$ cat config.mk
export PLATFORM = sky130hd
export DESIGN_NAME = sliding_window_3x3
export DESIGN_NICKNAME = d
export VERILOG_FILES = /design/src/rtl/sliding_window_3x3.sv
export SDC_FILE = /design/constraint.sdc
export NUM_CORES = 1
export LEC_CHECK = 0
export ABC_AREA = 1
export CAP_MARGIN = 10
export CORE_ASPECT_RATIO = 0.6
export CORE_MARGIN = 2
export CORE_UTILIZATION = 30
export DETAILED_ROUTE_END_ITERATION = 6
export PLACE_DENSITY = 0.46
export SLEW_MARGIN = 10
export SYNTH_ARGS = -nofsm -noshare
export SYNTH_HDL_FRONTEND = slang
export SYNTH_SLANG_ARGS = --single-unit
$ cat constraint.sdc
create_clock -name clk -period 4.4 [get_ports clk]
set_input_delay 0.88 -clock clk [delete_from_list [all_inputs] [get_ports clk]]
set_output_delay 0.88 -clock clk [all_outputs]
set_load 0.01 [all_outputs]
$ cat src/rtl/sliding_window_3x3.sv
// 3x3 window generator for a raster-order 8-bit pixel stream.
// Two line buffers supply the previous rows; a window is emitted for each interior pixel.
module sliding_window_3x3 #(
  parameter int IMG_WIDTH  = 64,
  parameter int IMG_HEIGHT = 64
) (
  input  logic       clk,
  input  logic       rst_n,
  input  logic       en,
  input  logic       pix_valid,
  input  logic       sof,
  input  logic [7:0] pix_in,
  output logic [7:0] sw_pixels1,
  output logic [7:0] sw_pixels2,
  output logic [7:0] sw_pixels3,
  output logic [7:0] sw_pixels4,
  output logic [7:0] sw_pixels5,
  output logic [7:0] sw_pixels6,
  output logic [7:0] sw_pixels7,
  output logic [7:0] sw_pixels8,
  output logic [7:0] sw_pixels9,
  output logic       act,
  output logic       done
);

  localparam int DATA_W = 8;
  localparam int COL_W  = (IMG_WIDTH  > 1) ? $clog2(IMG_WIDTH)  : 1;
  localparam int ROW_W  = (IMG_HEIGHT > 1) ? $clog2(IMG_HEIGHT) : 1;
  localparam logic [COL_W-1:0] COL_LAST = COL_W'(IMG_WIDTH - 1);
  localparam logic [ROW_W-1:0] ROW_LAST = ROW_W'(IMG_HEIGHT - 1);

  logic [COL_W-1:0]  col, cur_col, col_nxt;
  logic [ROW_W-1:0]  row, cur_row, row_nxt;
  logic              accept, win_ok, frame_end;
  logic [DATA_W-1:0] lb0 [IMG_WIDTH];
  logic [DATA_W-1:0] lb1 [IMG_WIDTH];
  logic [DATA_W-1:0] lb0_rd, lb1_rd;
  logic [DATA_W-1:0] top_p1 [3];
  logic [DATA_W-1:0] mid_p1 [3];
  logic [DATA_W-1:0] bot_p1 [3];
  logic              vld_p1, done_p1;

  // Stage 0: position of the incoming pixel (sof forces it to the frame origin)
  always_comb begin
    accept    = en & pix_valid;
    cur_col   = sof ? '0 : col;
    cur_row   = sof ? '0 : row;
    lb0_rd    = lb0[cur_col];
    lb1_rd    = lb1[cur_col];
    win_ok    = (cur_row >= ROW_W'(2)) && (cur_col >= COL_W'(2));
    frame_end = (cur_row == ROW_LAST) && (cur_col == COL_LAST);
    col_nxt   = cur_col + COL_W'(1);
    row_nxt   = cur_row;
    if (cur_col == COL_LAST) begin
      col_nxt = '0;
      row_nxt = (cur_row == ROW_LAST) ? '0 : cur_row + ROW_W'(1);
    end
  end

  // Line buffers are plain memory; reads above see the pre-write contents
  always_ff @(posedge clk) begin
    if (accept) begin
      lb1[cur_col] <= lb0_rd;
      lb0[cur_col] <= pix_in;
    end
  end

  // Stage 1: registered window and strobes
  always_ff @(posedge clk or negedge rst_n) begin
    if (!rst_n) begin
      col     <= '0;
      row     <= '0;
      vld_p1  <= 1'b0;
      done_p1 <= 1'b0;
      for (int i = 0; i < 3; i++) begin
        top_p1[i] <= '0;
        mid_p1[i] <= '0;
        bot_p1[i] <= '0;
      end
    end else begin
      vld_p1  <= accept & win_ok;
      done_p1 <= accept & frame_end;
      if (accept) begin
        col       <= col_nxt;
        row       <= row_nxt;
        top_p1[0] <= top_p1[1];
        top_p1[1] <= top_p1[2];
        top_p1[2] <= lb1_rd;
        mid_p1[0] <= mid_p1[1];
        mid_p1[1] <= mid_p1[2];
        mid_p1[2] <= lb0_rd;
        bot_p1[0] <= bot_p1[1];
        bot_p1[1] <= bot_p1[2];
        bot_p1[2] <= pix_in;
      end
    end
  end

  assign sw_pixels1 = top_p1[0];
  assign sw_pixels2 = top_p1[1];
  assign sw_pixels3 = top_p1[2];
  assign sw_pixels4 = mid_p1[0];
  assign sw_pixels5 = mid_p1[1];
  assign sw_pixels6 = mid_p1[2];
  assign sw_pixels7 = bot_p1[0];
  assign sw_pixels8 = bot_p1[1];
  assign sw_pixels9 = bot_p1[2];
  assign act        = vld_p1;
  assign done       = done_p1;

endmodule

==> results.yml <==
job:
  cap_violations: 0
setup_path:
  max_stage_delay_ps: 510
  critPathMaxFanout: 36
  path_buf_inv: 6
  cp-start-kind: "primary input"
  path_cells: "clkdlybuf4s50_1 -> buf_4 -> nor2_4 -> buf_12 -> buf_12 -> buf_4 -> nand2_1 -> nand3_1 -> nand3_1 -> nand2_1 -> nand2_1 -> nand2_1 -> nand2_1 -> nor2_1 -> nand2_2 -> buf_12"
  crit_arrival_ps: 4150
  path_class: "in -> reg"
  cp_top_family: "buffers and inverters"
  crit_slowest_cell: "clkdlybuf4s50_1"
  r2r_start: "col[0]$_DFFE_PN0P_"
  crit_required_ps: 4820
  cp_common_cell: "nand2_1"
  endpoint_kind: "flip-flop"
  startpoint: "sof"
final_layout:
  nFillCells: 15300
  num-nets-final: 4626
  area_delta_synth_final_pct: 17.7
  fin_area_um2: 54600
  drive_gt1_frac: 0.0950
synth:
  postSynthCellCount: 4400
  yosys.area.top_type: "edfxtp_1"
  synth_area_um2: 46400
  yosysMostFrequentCell: "nand2_1"
  ys_warn_count: 0
  synth-main-ff-cell: "edfxtp_1"
  synth_edf_count: 1024
  ys_seq_area_frac: 0.709
  synth.area.top_cells: "edfxtp_1 66%, nand2_1 15%, dfrtp_1 4.6%"
  synth-seq-cells: 1110
  synthTopCellsByCount: "1834 x nand2_1, 1024 x edfxtp_1, 423 x nand3_1, 415 x inv_1, 242 x nor2_1"
  synth.distinct_cells: 36
  syn-num-nets: 4415
  syn_avg_cell_area_um2: 10.6
  synthArstFlopShare: 0.0775
  netlist.area_leader.share: 0.662
global_routing:
  track_usage: 0.192
  grt_pass1_vias: 29300
  grt_use_met2: 0.250
  grt_max_degree: 81
  met1_usage: 0.314
  grtUsageMet3: 0.0473
  antenna_found_initial: 10
  grt_busiest_layer: "met1"
  grt_pass1_wl_um: 220000
  overflow: 0
place:
  gp_congestion: 0.875
  place_area_um2: 51200
  hpwl_um: 96600
  port_buffers: 86
clock_tree:
  cts-htree-levels: 3
  root_buffer: "clkbuf_16"
  clkSinkCount: 1110
  clkLatencyLatePin_ps: 740
  clkTransAtPathRegs_ps: 70
  cts_hold_buffers: 0
  cts_tree: "built"
  cts_setup_buffers: 0
  clockBufferDepth: 3
  cts_resized: 0
  cts_inserted_buffers: 103
run_status:
  run_status: "finished, final reports clean"
sta:
  clock_skew_ps: 37.5
  fin_crit_sh: 0.846
  finalSetupViolations: 0
  slew_headroom: 0.301
  drv_slew: 0
  post-route-min-period_ps: 3720
  max_freq_mhz: 269
  hold_violations: 0
  rsz0062_at_grt: "false"
  tns_ps: 0
  tightestPinTransition_ps: 1050
detailed_routing:
  drt-initial-drc-count: 4019
  dr_total_vias: 31800
  routedWlPerCell_um: 22.8
  dr.pass1.iters: 6
  drc: 0
  vias_per_cell: 4.71
  antenna_left: 0
  drt_wl_total_um: 154000
min_path:
  hp-class: "in -> async"
floorplan:
  rows: 111
  die_h_um: 309
  ios: 87
  dieArea_um2: 158000
  start_util: 0.303
  core_um2: 153000
  fp.dieW_um: 512
power_and_ir_drop:
  p_leak_nw: 21.8
  vdd_drop_max_uv: 332
  power.density_nw_per_um2: 448
## kinds of logic (layout without fill, tap and decap cells)
logic type                 after synthesis  in the layout  share of synthesized area
DFF                                   1110           1110                      0.709
AOI/OAI and AO/OA                       98             98                     0.0117
and+or+nand+nor                       2554           2554                      0.222
other                                    0              5                          0
buffers and inverters                  634            931                     0.0571
adders and majority gates                2              2                   0.000539
xor gates and xnor gates                 2              2                   0.000377
## metrics by stage
| stage | setup slack, ps | hold WS, ps | util | total power [W] | instances |
|---|---|---|---|---|---|
| after floorplan | 517 | 473 | - | 0.0138 | 4400 |
| after global placement | 16.1 | 462 | 0.335 | 0.0155 | 6540 |
| after detailed placement | 24.7 | 464 | 0.335 | 0.0155 | 6540 |
| after CTS | 782 | 245 | 0.357 | 0.0247 | 6731 |
| after global routing | 641 | 279 | 0.357 | 0.0254 | 6732 |
| final | 677 | 249 | 0.357 | 0.0245 | 6736 |
## cell type report
type | count | area [um^2] | area share
inverters | 426 | 1610 | 0.0295
clock buffers | 129 | 2840 | 0.0520
repair buffers | 314 | 3200 | 0.0586
well taps | 2034 | 2540 | 0.0466
diodes | 5 | 12.5 | 0.000229
clock inverters | 62 | 538 | 0.00985
flip-flops and latches | 1110 | 32900 | 0.602
multi-input cells | 2656 | 11000 | 0.201
## state kept, by name, summed over array words and instances (netlist names)
register / flops
sw_pixels6: 8
col: 6
row: 6
sw_pixels4: 8
done: 1
sw_pixels8: 8
sw_pixels7: 8
act: 1
sw_pixels5: 8
sw_pixels3: 8
lb1: 512
sw_pixels1: 8
sw_pixels2: 8
sw_pixels9: 8
lb0: 512
## metal layers
layer | up-vias | routed length (um)
met3 | 150 | 14500
li1 | 14800 | -
met1 | 15700 | 78200
met4 | 0 | 2250
met5 | - | 0
met2 | 1150 | 58700
## final timing paths
check	to	slack [ps]	depth (start not counted)
worst max-delay path	lb1[46][6]$_DFFE_PP_	680	16
worst min-delay path	sw_pixels7[3]$_DFFE_PN0P_	250	1
worst max register to register	lb1[46][6]$_DFFE_PP_	950	15
worst min register to register	sw_pixels4[7]$_DFFE_PN0P_	470	2
max in group asynchronous	done$_DFF_PN0_	3330	2
min in group clk	sw_pixels4[7]$_DFFE_PN0P_	470	2
## power breakdown
part / internal, W / switching, W
Clock: 0.00505 / 0.00414
Combinational: 0.000968 / 0.00223
Sequential: 0.0120 / 0.000131
## cells in the final DEF, fill, tap and decap left out, types with 3 or more instances in the layout
master           netlist  layout
clkinv_2               0      20
dfrtp_1               86      86
or2_2                 11      11
diode_2                0       5
clkbuf_8               0       6
nand3_1              423     423
inv_2                  9       8
inv_1                415     414
clkinv_1               0      21
clkdlybuf4s50_1        0      77
buf_12                 0      53
or2_0                  5       5
clkinvlp_4             0       8
nand2_4                2       5
o21ai_1                7       7
nand3b_1               4       4
buf_4                 15     180
o21ai_0               31      31
o211ai_1              14      14
nand2_2                2       6
clkbuf_16              0     108
buf_2                150       4
nor2_4                 6       7
nand4_1               15      15
nor2_1               242     240
clkinv_4               0       3
a21oi_1               39      39
bufinv_16              0       8
clkbuf_1              28      15
nand2_1             1834    1825
nor2_2                 6       7
edfxtp_1            1024    1024
inv_6                  0       3
Note: power is estimated with default switching activity, not from simulation.
